<file path="config.mk">
export PLATFORM = sky130hd
export DESIGN_NAME = pipeline_hazard_unit_flat
export DESIGN_NICKNAME = d
export VERILOG_FILES = /design/src/rtl/pipeline_hazard_unit_if.sv /design/src/rtl/pipeline_hazard_unit.sv /design/src/flat_wrapper.sv
export SDC_FILE = /design/constraint.sdc
export NUM_CORES = 1
export LEC_CHECK = 0
export ABC_AREA = 1
export ABC_CLOCK_PERIOD_IN_PS = 2700
export CAP_MARGIN = 20
export CORE_MARGIN = 3
export CORE_UTILIZATION = 42
export CTS_CLUSTER_DIAMETER = 40
export DETAILED_ROUTE_END_ITERATION = 6
export GPL_ROUTABILITY_DRIVEN = 0
export PLACE_DENSITY_LB_ADDON = 0.1
export SETUP_SLACK_MARGIN = 0.15
export SYNTH_ARGS = -nofsm -noshare
export SYNTH_HDL_FRONTEND = slang
export SYNTH_SLANG_ARGS = --single-unit
</file>
<file path="constraint.sdc">
create_clock -name clk -period 2.7 [get_ports clk]
set_input_delay 0.54 -clock clk [delete_from_list [all_inputs] [get_ports clk]]
set_output_delay 0.54 -clock clk [all_outputs]
set_load 0.005 [all_outputs]
</file>
<file path="src/rtl/pipeline_hazard_unit_if.sv">
// ---------------------------------------------------------------------------
// pipeline_hazard_unit_if
//
// Bundles every pipeline-facing signal of the hazard unit. Clock and reset
// stay plain ports on the unit itself.
//
// Parameters:
//   WORD_SIZE - address/data width (PC values)
//   REG_AW    - register-address width
//   CNT_W     - performance-counter width
//
// Modports:
//   master - the pipeline datapath: drives ID/EX/MEM/WB status, receives the
//            latch enables, bubbles, redirect, BTB write, forwarding selects,
//            FSM state and counters.
//   slave  - the hazard unit: the mirror image of master.
// ---------------------------------------------------------------------------
interface pipeline_hazard_unit_if #(
    parameter int WORD_SIZE = 16,
    parameter int REG_AW    = 2,
    parameter int CNT_W     = 16
);
    // ID stage status
    logic                 id_valid;
    logic                 id_use_rs;
    logic                 id_use_rt;
    logic [REG_AW-1:0]    id_rs;
    logic [REG_AW-1:0]    id_rt;
    logic                 id_is_ctrl;
    logic [WORD_SIZE-1:0] id_pred_pc;
    logic [WORD_SIZE-1:0] id_actual_pc;

    // Downstream destinations and write enables
    logic [REG_AW-1:0]    ex_dest;
    logic [REG_AW-1:0]    m_dest;
    logic [REG_AW-1:0]    wb_dest;
    logic                 ex_regwrite;
    logic                 m_regwrite;
    logic                 wb_regwrite;
    logic                 ex_is_load;

    // Memory handshakes
    logic                 i_ready;
    logic                 d_req;
    logic                 d_ready;

    // Pipeline controls
    logic                 pc_write;
    logic                 ifid_write;
    logic                 idex_write;
    logic                 exm_write;
    logic                 mwb_write;
    logic                 ifid_bubble;
    logic                 idex_bubble;
    logic                 pc_redirect;
    logic [WORD_SIZE-1:0] redirect_pc;
    logic                 btb_write;
    logic [1:0]           fwd_a;
    logic [1:0]           fwd_b;

    // Status
    logic [1:0]           state;
    logic [CNT_W-1:0]     stall_cnt;
    logic [CNT_W-1:0]     flush_cnt;

    modport master (
        output id_valid, id_use_rs, id_use_rt, id_rs, id_rt, id_is_ctrl,
               id_pred_pc, id_actual_pc,
               ex_dest, m_dest, wb_dest, ex_regwrite, m_regwrite, wb_regwrite,
               ex_is_load, i_ready, d_req, d_ready,
        input  pc_write, ifid_write, idex_write, exm_write, mwb_write,
               ifid_bubble, idex_bubble, pc_redirect, redirect_pc, btb_write,
               fwd_a, fwd_b, state, stall_cnt, flush_cnt
    );

    modport slave (
        input  id_valid, id_use_rs, id_use_rt, id_rs, id_rt, id_is_ctrl,
               id_pred_pc, id_actual_pc,
               ex_dest, m_dest, wb_dest, ex_regwrite, m_regwrite, wb_regwrite,
               ex_is_load, i_ready, d_req, d_ready,
        output pc_write, ifid_write, idex_write, exm_write, mwb_write,
               ifid_bubble, idex_bubble, pc_redirect, redirect_pc, btb_write,
               fwd_a, fwd_b, state, stall_cnt, flush_cnt
    );
endinterface

</file>
<file path="src/rtl/pipeline_hazard_unit.sv">
// ---------------------------------------------------------------------------
// pipeline_hazard_unit
//
// Hazard detection, stall/flush control, branch redirect and operand
// forwarding for a 5-stage pipeline with branches resolved in ID.
//
// Ports:
//   clk      - clock, rising edge
//   reset_n  - asynchronous active-low reset
//   bus      - pipeline_hazard_unit_if.slave (all pipeline status in,
//              latch enables / bubbles / redirect / BTB write / forwarding
//              selects / FSM state / performance counters out)
//
// Hazard priority: D-stall > load-use > mispredict / I-stall.
//   D-stall    : d_req & !d_ready freezes every latch, no bubbles, no BTB write.
//   load-use   : hold PC and IF/ID, inject a NOP into ID/EX.
//   I-stall    : hold PC, feed a NOP into IF/ID while fetch data is missing.
//   mispredict : flush IF/ID and redirect fetch to the resolved target.
// Latch controls and forwarding selects are combinational so they act in the
// same cycle as the hazard; the FSM state and the redirect are registered.
//
// Build option:
//   HAZARD_PERF_CNT_EN - when defined, stall_cnt counts cycles with
//                        pc_write=0 and flush_cnt counts mispredicts, both
//                        saturating. When undefined, both outputs are tied to
//                        zero and no counter flops are built.
// ---------------------------------------------------------------------------
module pipeline_hazard_unit #(
    parameter int WORD_SIZE = 16,
    parameter int REG_AW    = 2,
    parameter int CNT_W     = 16
) (
    input  logic                  clk,
    input  logic                  reset_n,
    pipeline_hazard_unit_if.slave bus
);

    typedef enum logic [1:0] {
        RUN    = 2'd0,
        WAIT_I = 2'd1,
        WAIT_D = 2'd2
    } state_t;

    // -----------------------------------------------------------------------
    // Hazard detection
    // -----------------------------------------------------------------------
    logic d_stall;
    logic load_use;
    logic ctrl_resolve;
    logic mispredict;

    assign d_stall = bus.d_req & ~bus.d_ready;

    // The loaded value is not available until MEM completes, so a dependent
    // instruction in ID must wait one cycle and then take it from MEM.
    assign load_use = bus.ex_is_load & bus.ex_regwrite & bus.id_valid &
                      ((bus.id_use_rs & (bus.id_rs == bus.ex_dest)) |
                       (bus.id_use_rt & (bus.id_rt == bus.ex_dest)));

    // A branch/jump in ID is only considered resolved when ID actually
    // advances; under a D-stall or load-use it will be re-evaluated later.
    assign ctrl_resolve = bus.id_valid & bus.id_is_ctrl & ~load_use & ~d_stall;
    assign mispredict   = ctrl_resolve & (bus.id_pred_pc != bus.id_actual_pc);

    // -----------------------------------------------------------------------
    // Latch enables and bubbles
    // -----------------------------------------------------------------------
    logic pc_write_int;
    logic ifid_write_int;
    logic idex_write_int;
    logic exm_write_int;
    logic mwb_write_int;
    logic ifid_bubble_int;
    logic idex_bubble_int;
    logic btb_write_int;

    always_comb begin
        pc_write_int    = 1'b1;
        ifid_write_int  = 1'b1;
        idex_write_int  = 1'b1;
        exm_write_int   = 1'b1;
        mwb_write_int   = 1'b1;
        ifid_bubble_int = 1'b0;
        idex_bubble_int = 1'b0;
        btb_write_int   = 1'b0;

        if (!reset_n) begin
            // Reset forces the free-running defaults regardless of inputs.
        end else if (d_stall) begin
            pc_write_int   = 1'b0;
            ifid_write_int = 1'b0;
            idex_write_int = 1'b0;
            exm_write_int  = 1'b0;
            mwb_write_int  = 1'b0;
        end else if (load_use) begin
            pc_write_int    = 1'b0;
            ifid_write_int  = 1'b0;
            idex_bubble_int = 1'b1;
        end else begin
            // I-stall and mispredict share one priority level; both feed a
            // NOP into IF/ID, only the I-stall holds the PC.
            pc_write_int    = bus.i_ready;
            ifid_bubble_int = mispredict | ~bus.i_ready;
            btb_write_int   = ctrl_resolve;
        end
    end

    assign bus.pc_write    = pc_write_int;
    assign bus.ifid_write  = ifid_write_int;
    assign bus.idex_write  = idex_write_int;
    assign bus.exm_write   = exm_write_int;
    assign bus.mwb_write   = mwb_write_int;
    assign bus.ifid_bubble = ifid_bubble_int;
    assign bus.idex_bubble = idex_bubble_int;
    assign bus.btb_write   = btb_write_int;

    // -----------------------------------------------------------------------
    // Control FSM and redirect register
    // -----------------------------------------------------------------------
    state_t               state_reg;
    logic                 pending_reg;
    logic [WORD_SIZE-1:0] redirect_pc_reg;

    always_ff @(posedge clk or negedge reset_n) begin
        if (!reset_n) begin
            state_reg       <= RUN;
            pending_reg     <= 1'b0;
            redirect_pc_reg <= '0;
        end else begin
            case (state_reg)
                RUN: begin
                    if (d_stall) begin
                        state_reg <= WAIT_D;
                    end else if (!bus.i_ready) begin
                        state_reg <= WAIT_I;
                    end
                end
                WAIT_I: begin
                    if (bus.i_ready) begin
                        state_reg <= d_stall ? WAIT_D : RUN;
                    end
                end
                WAIT_D: begin
                    if (bus.d_ready) begin
                        state_reg <= RUN;
                    end
                end
                default: state_reg <= RUN;
            endcase

            // A mispredict always wins so a new target is never lost, even
            // in the cycle where the PC consumes the previous one.
            if (mispredict) begin
                pending_reg     <= 1'b1;
                redirect_pc_reg <= bus.id_actual_pc;
            end else if (pc_write_int) begin
                pending_reg <= 1'b0;
            end
        end
    end

    assign bus.state       = state_reg;
    assign bus.pc_redirect = pending_reg;
    assign bus.redirect_pc = redirect_pc_reg;

    // -----------------------------------------------------------------------
    // Forwarding selects: index 0 -> fwd_a (rs), index 1 -> fwd_b (rt)
    // -----------------------------------------------------------------------
    logic [2*REG_AW-1:0] src_addr_flat;
    logic [1:0]          src_use_flat;
    logic [3:0]          fwd_flat;

    assign src_addr_flat = {bus.id_rt, bus.id_rs};
    assign src_use_flat  = {bus.id_use_rt, bus.id_use_rs};

    genvar gi;
    generate
        for (gi = 0; gi < 2; gi++) begin : g_fwd
            logic [REG_AW-1:0] src_addr;
            logic [1:0]        sel;

            assign src_addr = src_addr_flat[gi*REG_AW +: REG_AW];

            // Youngest producer wins. A load in EX has no data yet, so EX is
            // skipped for it; the load-use stall covers that case.
            always_comb begin
                sel = 2'd0;
                if (reset_n && src_use_flat[gi]) begin
                    if (bus.ex_regwrite && !bus.ex_is_load &&
                        (bus.ex_dest == src_addr)) begin
                        sel = 2'd1;
                    end else if (bus.m_regwrite && (bus.m_dest == src_addr)) begin
                        sel = 2'd2;
                    end else if (bus.wb_regwrite && (bus.wb_dest == src_addr)) begin
                        sel = 2'd3;
                    end
                end
            end

            assign fwd_flat[gi*2 +: 2] = sel;
        end
    endgenerate

    assign bus.fwd_a = fwd_flat[1:0];
    assign bus.fwd_b = fwd_flat[3:2];

    // -----------------------------------------------------------------------
    // Performance counters
    // -----------------------------------------------------------------------
`ifdef HAZARD_PERF_CNT_EN
    localparam logic [CNT_W-1:0] CNT_ONE = CNT_W'(1);

    logic [CNT_W-1:0] stall_cnt_reg;
    logic [CNT_W-1:0] flush_cnt_reg;

    always_ff @(posedge clk or negedge reset_n) begin
        if (!reset_n) begin
            stall_cnt_reg <= '0;
            flush_cnt_reg <= '0;
        end else begin
            if (!pc_write_int && (stall_cnt_reg != '1)) begin
                stall_cnt_reg <= stall_cnt_reg + CNT_ONE;
            end
            if (mispredict && (flush_cnt_reg != '1)) begin
                flush_cnt_reg <= flush_cnt_reg + CNT_ONE;
            end
        end
    end

    assign bus.stall_cnt = stall_cnt_reg;
    assign bus.flush_cnt = flush_cnt_reg;
`else
    assign bus.stall_cnt = '0;
    assign bus.flush_cnt = '0;
`endif

endmodule

</file>
<file path="src/flat_wrapper.sv">
// flat-port wrapper written by rule: the top's interface ports become plain ports
module pipeline_hazard_unit_flat 
#(
    parameter int WORD_SIZE = 16,
    parameter int REG_AW    = 2,
    parameter int CNT_W     = 16
)
  (clk, reset_n, bus_id_valid, bus_id_use_rs, bus_id_use_rt, bus_id_rs, bus_id_rt, bus_id_is_ctrl, bus_id_pred_pc, bus_id_actual_pc, bus_ex_dest, bus_m_dest, bus_wb_dest, bus_ex_regwrite, bus_m_regwrite, bus_wb_regwrite, bus_ex_is_load, bus_i_ready, bus_d_req, bus_d_ready, bus_pc_write, bus_ifid_write, bus_idex_write, bus_exm_write, bus_mwb_write, bus_ifid_bubble, bus_idex_bubble, bus_pc_redirect, bus_redirect_pc, bus_btb_write, bus_fwd_a, bus_fwd_b, bus_state, bus_stall_cnt, bus_flush_cnt);
  pipeline_hazard_unit_if #(.WORD_SIZE(WORD_SIZE), .REG_AW(REG_AW), .CNT_W(CNT_W)) bus_i ();
  input  logic clk;
  input  logic reset_n;
  input wire logic [$bits(bus_i.id_valid)-1:0] bus_id_valid;
  input wire logic [$bits(bus_i.id_use_rs)-1:0] bus_id_use_rs;
  input wire logic [$bits(bus_i.id_use_rt)-1:0] bus_id_use_rt;
  input wire logic [$bits(bus_i.id_rs)-1:0] bus_id_rs;
  input wire logic [$bits(bus_i.id_rt)-1:0] bus_id_rt;
  input wire logic [$bits(bus_i.id_is_ctrl)-1:0] bus_id_is_ctrl;
  input wire logic [$bits(bus_i.id_pred_pc)-1:0] bus_id_pred_pc;
  input wire logic [$bits(bus_i.id_actual_pc)-1:0] bus_id_actual_pc;
  input wire logic [$bits(bus_i.ex_dest)-1:0] bus_ex_dest;
  input wire logic [$bits(bus_i.m_dest)-1:0] bus_m_dest;
  input wire logic [$bits(bus_i.wb_dest)-1:0] bus_wb_dest;
  input wire logic [$bits(bus_i.ex_regwrite)-1:0] bus_ex_regwrite;
  input wire logic [$bits(bus_i.m_regwrite)-1:0] bus_m_regwrite;
  input wire logic [$bits(bus_i.wb_regwrite)-1:0] bus_wb_regwrite;
  input wire logic [$bits(bus_i.ex_is_load)-1:0] bus_ex_is_load;
  input wire logic [$bits(bus_i.i_ready)-1:0] bus_i_ready;
  input wire logic [$bits(bus_i.d_req)-1:0] bus_d_req;
  input wire logic [$bits(bus_i.d_ready)-1:0] bus_d_ready;
  output wire logic [$bits(bus_i.pc_write)-1:0] bus_pc_write;
  output wire logic [$bits(bus_i.ifid_write)-1:0] bus_ifid_write;
  output wire logic [$bits(bus_i.idex_write)-1:0] bus_idex_write;
  output wire logic [$bits(bus_i.exm_write)-1:0] bus_exm_write;
  output wire logic [$bits(bus_i.mwb_write)-1:0] bus_mwb_write;
  output wire logic [$bits(bus_i.ifid_bubble)-1:0] bus_ifid_bubble;
  output wire logic [$bits(bus_i.idex_bubble)-1:0] bus_idex_bubble;
  output wire logic [$bits(bus_i.pc_redirect)-1:0] bus_pc_redirect;
  output wire logic [$bits(bus_i.redirect_pc)-1:0] bus_redirect_pc;
  output wire logic [$bits(bus_i.btb_write)-1:0] bus_btb_write;
  output wire logic [$bits(bus_i.fwd_a)-1:0] bus_fwd_a;
  output wire logic [$bits(bus_i.fwd_b)-1:0] bus_fwd_b;
  output wire logic [$bits(bus_i.state)-1:0] bus_state;
  output wire logic [$bits(bus_i.stall_cnt)-1:0] bus_stall_cnt;
  output wire logic [$bits(bus_i.flush_cnt)-1:0] bus_flush_cnt;
  assign bus_i.id_valid = bus_id_valid;
  assign bus_i.id_use_rs = bus_id_use_rs;
  assign bus_i.id_use_rt = bus_id_use_rt;
  assign bus_i.id_rs = bus_id_rs;
  assign bus_i.id_rt = bus_id_rt;
  assign bus_i.id_is_ctrl = bus_id_is_ctrl;
  assign bus_i.id_pred_pc = bus_id_pred_pc;
  assign bus_i.id_actual_pc = bus_id_actual_pc;
  assign bus_i.ex_dest = bus_ex_dest;
  assign bus_i.m_dest = bus_m_dest;
  assign bus_i.wb_dest = bus_wb_dest;
  assign bus_i.ex_regwrite = bus_ex_regwrite;
  assign bus_i.m_regwrite = bus_m_regwrite;
  assign bus_i.wb_regwrite = bus_wb_regwrite;
  assign bus_i.ex_is_load = bus_ex_is_load;
  assign bus_i.i_ready = bus_i_ready;
  assign bus_i.d_req = bus_d_req;
  assign bus_i.d_ready = bus_d_ready;
  assign bus_pc_write = bus_i.pc_write;
  assign bus_ifid_write = bus_i.ifid_write;
  assign bus_idex_write = bus_i.idex_write;
  assign bus_exm_write = bus_i.exm_write;
  assign bus_mwb_write = bus_i.mwb_write;
  assign bus_ifid_bubble = bus_i.ifid_bubble;
  assign bus_idex_bubble = bus_i.idex_bubble;
  assign bus_pc_redirect = bus_i.pc_redirect;
  assign bus_redirect_pc = bus_i.redirect_pc;
  assign bus_btb_write = bus_i.btb_write;
  assign bus_fwd_a = bus_i.fwd_a;
  assign bus_fwd_b = bus_i.fwd_b;
  assign bus_state = bus_i.state;
  assign bus_stall_cnt = bus_i.stall_cnt;
  assign bus_flush_cnt = bus_i.flush_cnt;
  pipeline_hazard_unit #(.WORD_SIZE(WORD_SIZE), .REG_AW(REG_AW), .CNT_W(CNT_W)) u_core (.clk(clk), .reset_n(reset_n), .bus(bus_i));
endmodule
</file>
==> flow_summary.json, run 1 <==
{
  "outcome": "complete, no violations",
  "antenna_found_initial": 0,
  "clk_path_buf_depth": 2,
  "dieArea_um2": 5751,
  "synth_area_leaders": "dfrtp_1, nand2_1, buf_4",
  "slew_violations": 0,
  "overflow": 0,
  "start_util_pct": 45.17,
  "setup_viol": 0,
  "startpoint_type": "primary input",
  "r2r_cells": 3,
  "seq_area_frac_synth_pct": 23.21,
  "ctsHoldBuffers": 0,
  "ys_types": 30,
  "critPathKind": "in2out",
  "fin_skew_ps": 0.2196,
  "die_width_um": 75.84,
  "worstPathArrival_ps": 1950,
  "hpwl_um": 4588,
  "drc": 0,
  "crit_end": "bus_ifid_bubble",
  "n_antenna_cell": 0,
  "syn_avg_cell_area_um2": 6.586,
  "drt_iter0_drc": 119,
  "synthArstFlopShare_pct": 100.0,
  "reg2reg_slack_ps": 1890,
  "final_core_util_pct": 69.67,
  "rows": 24,
  "htree_num_levels": 1,
  "totalWireLength_um": 5633,
  "clockRootBuffer": "clkbuf_8",
  "grt_pass1_wl_um": 8569,
  "core_area_um2": 4534,
  "startpoint": "bus_id_pred_pc[1]",
  "fin_crit_sh_pct": 92.18,
  "r2r_end": "u_core.bus.state[1]$_DFFE_PN0P_",
  "clock_latency_ps": 250,
  "min_path_type": "reg2reg",
  "synth_edf_count": 0,
  "grt.total_usage_pct": 19.26,
  "netlist_top_cells_count": "nand2_1, inv_1, buf_4",
  "reg2reg_from": "u_core.bus.state[0]$_DFFE_PN0P_",
  "ys.flop_type": "dfrtp_1",
  "finalHoldViolCount": 0,
  "critPathCaptureType": "output port",
  "tns_ps": 0,
  "p_leak_uw": 0.001720,
  "io_pins": 118,
  "clkSinkCount": 19,
  "cp.required_ps": 2160,
  "hold_depth": 1,
  "rsz0062_at_grt": "yes",
  "viasPerCell": 4.500,
  "synth_area_um2": 2048,
  "cap_violations": 0,
  "synth.top_cell.area_share_pct": 23.21,
  "fin_nets": 483,
  "wl_per_cell_um": 11.45,
  "pre_cts_ws_ps": -135.1,
  "clkTransAtPathRegs_ps": 70,
  "critical_path.max_fanout": 3,
  "cts_made_buffers": 3,
  "drive_above_1_share_pct": 15.69,
  "cts_tree": "done",
  "p_total_uw": 1024,
  "via_count": 2214,
  "grt_pass1_vias": 1927,
  "ant_nets": 0,
  "clock.fmax_ghz": 0.4018,
  "p_per_area_nw_per_um2": 324.1,
  "fillers": 417,
  "irDropWorstVdd_mv": 0.1539,
  "yosysTopAreaCell": "dfrtp_1",
  "grt_max_degree": 17,
  "synth_seq_cells": 19,
  "layout_setup_ws_ps": 211.0,
  "synth_cells": 311,
  "postCtsSetupBuffers": 0,
  "synth.most_common_cell": "nand2_1",
  "io_buffers": 85,
  "areaGrowthSynthToFinish_pct": 54.25,
  "die_h_um": 75.84,
  "dr.pass1.iters": 4,
  "yosysWarningCount": 0,
  "largest_register_ffs": 16,
  "fin_crit_ps": 2489
}
-- where the power goes --
part	leakage [µW]	internal (µW)	total, µW	switching, µW
clock network	0.0000255	103	196	93.9
registers	0.000235	329	353	24.3
logic	0.00146	275	474	199
total	0.00172	707	1020	317
-- stage by stage --
stage          instance area, µm²  hold WS, ps  std cells
4_1_cts                      3117        484.4        492
3_3_place_gp                 3062        453.3        488
3_5_place_dp                 3062        473.9        488
5_1_grt                      3159        500.7        492
6_report                     3159        479.4        492
2_1_floorplan                2165        244.4        342
-- cell type report --
| cell class | count | area (µm²) | share of cell area, % |
|---|---|---|---|
| multi-input combinational | 219 | 1202 | 38.06 |
| timing repair buffer | 121 | 1114 | 35.25 |
| sequential | 19 | 475.5 | 15.05 |
| inverter | 64 | 240.2 | 7.604 |
| tap | 65 | 81.33 | 2.574 |
| clock buffer | 3 | 41.29 | 1.307 |
| clock inverter | 1 | 5.005 | 0.1584 |
-- worst min path at each step --
stage,start,to,slack [ps]
final,u_core.bus.state[1]$_DFFE_PN0P_,u_core.bus.state[0]$_DFFE_PN0P_,480
after detailed placement,u_core.bus.state[1]$_DFFE_PN0P_,u_core.bus.state[0]$_DFFE_PN0P_,470
after CTS,u_core.bus.state[1]$_DFFE_PN0P_,u_core.bus.state[0]$_DFFE_PN0P_,480
after global placement,u_core.bus.state[1]$_DFFE_PN0P_,u_core.bus.state[0]$_DFFE_PN0P_,450
after floorplan,reset_n,u_core.bus.pc_redirect$_DFFE_PN0P_,240
after global routing,u_core.bus.state[1]$_DFFE_PN0P_,u_core.bus.state[0]$_DFFE_PN0P_,500
-- routing by layer --
layer | wire [µm] | global-route usage, % | up-vias
li1 | - | - | 1128
met1 | 2382 | 25.64 | 989
met2 | 2775 | 32.79 | 91
met3 | 403 | 2.770 | 6
met4 | 72 | 4.466 | 0
met5 | 0 | 0 | -
-- cell families after synthesis --
group           Yosys count  share of synthesized area (%)
flops                    19                          23.21
other cells               1                         0.1831
compound gates           36                          14.42
xor+xnor                 13                          5.559
buf+inv                 104                          26.63
simple gates            138                          29.99
-- worst max-delay path, cell delays in order --
cell and delay (ps):
clkdlybuf4s50_1 500, inv_1 50, nand2_1 50, nand2_1 60, nor2_2 120, nand2_1 80, nor2_2 120, nand2_2 70
nand2_1 100, a21oi_2 70, clkdlybuf4s15_1 200
-- placed cells by master (no fill, tap or decap), types with 2 or more instances in the layout --
cell type and n:
o22ai_2 2, buf_4 36, nand3_1 4, clkdlybuf4s50_1 66, o21ai_1 2, conb_1 32, a21oi_1 2, dlymetal6s2s_1 4
o221ai_1 2, nor2_4 2, clkinv_1 4, o221ai_2 2, nor2_1 25, o21bai_1 7, xor2_1 3, nand2_2 2
clkbuf_8 3, nand4_1 18, dfrtp_1 19, xnor2_1 9, o21bai_2 9, nor2_2 4, inv_1 60, dlygate4sd2_1 14
o21ai_0 3, nand2_1 79, o22ai_1 2
-- what timing repair did --
action                     in CTS  in global routing
gates resized for setup        20                 14
setup endpoints to repair      10                  7
pin swaps                       3                  3
Power figures use the tool's default switching activity.
==> inputs of run 2 (changes only) <==
- ABC_CLOCK_PERIOD_IN_PS: 2700 -> 2890
- clock period: 2.7 -> 2.89 ns (I/O delays scaled with it)
==> flow_summary.json, run 2 (synthesis gave the netlist of run 1 again) <==
{
  "io_buffers": 85,
  "clock_latency_ps": 250,
  "htree_num_levels": 1,
  "mostFrequentLayoutCells": "nand2_1, clkdlybuf4s50_1, inv_1",
  "use_met1_pct": 24.80,
  "grtUsageMet3_pct": 2.243,
  "antenna_found_initial": 0,
  "critPathKind": "in2out",
  "fin_nets": 463,
  "fin_crit_sh_pct": 92.19,
  "place_area_um2": 2904,
  "outcome": "complete, no violations",
  "clkTransAtPathRegs_ps": 70,
  "fillers": 424,
  "critPathCaptureType": "output port",
  "whs_ps": 471.4,
  "post-place-cells": 467,
  "fin_crit_ps": 2664,
  "drt_iter0_drc": 105,
  "dr.pass1.iters": 4,
  "clkSinkCount": 19,
  "critical_path.max_fanout": 4,
  "register_area_um2": 475.5,
  "io_pins": 118,
  "startpoint_type": "primary input",
  "clockRootBuffer": "clkbuf_8",
  "drc": 0,
  "gr-usage-met2_pct": 30.80,
  "die_h_um": 75.84,
  "hpwl_um": 4469,
  "cts_made_buffers": 3,
  "fin_cells": 472,
  "dieArea_um2": 5751,
  "postLayoutCellArea_um2": 2985,
  "p_total_uw": 925.3,
  "die_width_um": 75.84,
  "worstPathArrival_ps": 2090,
  "start_util_pct": 45.17,
  "drive_above_1_share_pct": 10.57,
  "areaGrowthSynthToFinish_pct": 45.75,
  "cp.required_ps": 2310,
  "grt_pass1_wl_um": 8169,
  "grt_max_degree": 17,
  "cap_violations": 0,
  "p_leak_uw": 0.001587,
  "grt.total_usage_pct": 18.08,
  "rsz0062_at_grt": "yes",
  "rows": 24,
  "wl_per_cell_um": 11.24,
  "cts_tree": "done",
  "totalWireLength_um": 5307,
  "via_count": 2044,
  "ant_nets": 0,
  "overflow": 0,
  "clk_path_buf_depth": 2,
  "min_path_type": "reg2reg",
  "p_per_area_nw_per_um2": 309.9,
  "irDropWorstVdd_mv": 0.1726,
  "n_antenna_cell": 0,
  "viasPerCell": 4.331,
  "core_area_um2": 4534,
  "clock.fmax_ghz": 0.3753,
  "grt_pass1_vias": 1815,
  "largest_register_ffs": 16,
  "fin_skew_ps": 1.154,
  "slew_violations": 0,
  "top_usage_layer": "met2",
  "multi_input_area_um2": 1182,
  "finalHoldViolCount": 0,
  "layout_commonest_cell": "nand2_1",
  "setup_viol": 0
}
[run 2: changes by cell type in the layout (fill, tap and decap cells not counted), sizes merged]
cell	previous run	this run
dlygate4sd2	14	11
buf	36	16
clkdlybuf4s15	1	0
dlymetal6s2s	4	1
clkdlybuf4s50	66	73
[run 2: critical path, stage by stage]
cell and delay [ps]:
clkdlybuf4s50_1 520, inv_1 70, nand2_1 50, nand2_1 40
nor2_1 110, nand2_1 70, nor2_1 140, nand2_2 70
nand2_1 90, a21oi_1 70, dlygate4sd2_1 260
[run 2: path summary, 6_finish.rpt]
check                                                start                                     to  slack [ps]  cells after the start
setup / recovery                       bus_id_actual_pc[9]                        bus_ifid_bubble         230                     11
hold / removal             u_core.bus.state[1]$_DFFE_PN0P_        u_core.bus.state[0]$_DFFE_PN0P_         470                      1
setup reg to reg           u_core.bus.state[0]$_DFFE_PN0P_        u_core.bus.state[1]$_DFFE_PN0P_        2040                      3
hold reg to reg            u_core.bus.state[1]$_DFFE_PN0P_        u_core.bus.state[0]$_DFFE_PN0P_         470                      1
max in group asynchronous                          reset_n  u_core.bus.redirect_pc[1]$_DFFE_PN0P_        1900                      2
min in group asynchronous                          reset_n     u_core.bus.pc_redirect$_DFFE_PN0P_         830                      2
[run 2: power breakdown]
part           total [µW]  internal, µW  switching, µW
Combinational         415           239            176
Clock                 179          95.5           83.1
Sequential            332           308           24.1
[run 2: layout make-up]
type / count / share of cell area [%]
Multi-Input combinational cell: 219 / 39.61
Timing Repair Buffer: 101 / 32.15
Sequential cell: 19 / 15.93
Inverter: 64 / 8.047
Tap cell: 65 / 2.724
Clock buffer: 3 / 1.383
Clock inverter: 1 / 0.1676
[run 2: metal layers]
metal  vias to the layer above  wire, µm
met4                         0        36
met1                       875      2380
met2                        77      2506
met3                         2       384
li1                       1090         -
met5                         -         0
[run 2: repair_timing]
action                                  in CTS  in global routing
cloned                                       0                  0
resized for setup                           14                  7
hold buffers                                 0                  0
endpoints found under the hold margin        0                  0
buffers inserted                             1                  0
endpoints found under the setup margin       9                  4
pin swaps                                    5                  1
[run 2: per-stage QoR]
stage / TNS (ps) / setup WS [ps] / utilization [%]
global placement: 0 / 4.061 / 64.05
CTS: 0 / 184.3 / 65.23
finish: 0 / 225.6 / 65.84
detailed placement: -36.10 / -25.06 / 64.05
global route: 0 / 85.21 / 65.84
floorplan: 0 / 970.1 / -
==> inputs of run 3 (changes only) <==
- ABC_CLOCK_PERIOD_IN_PS: 2890 -> not set
==> results of run 3 <==
Same layout as run 2: the final DEF is identical, and so are final timing and power.
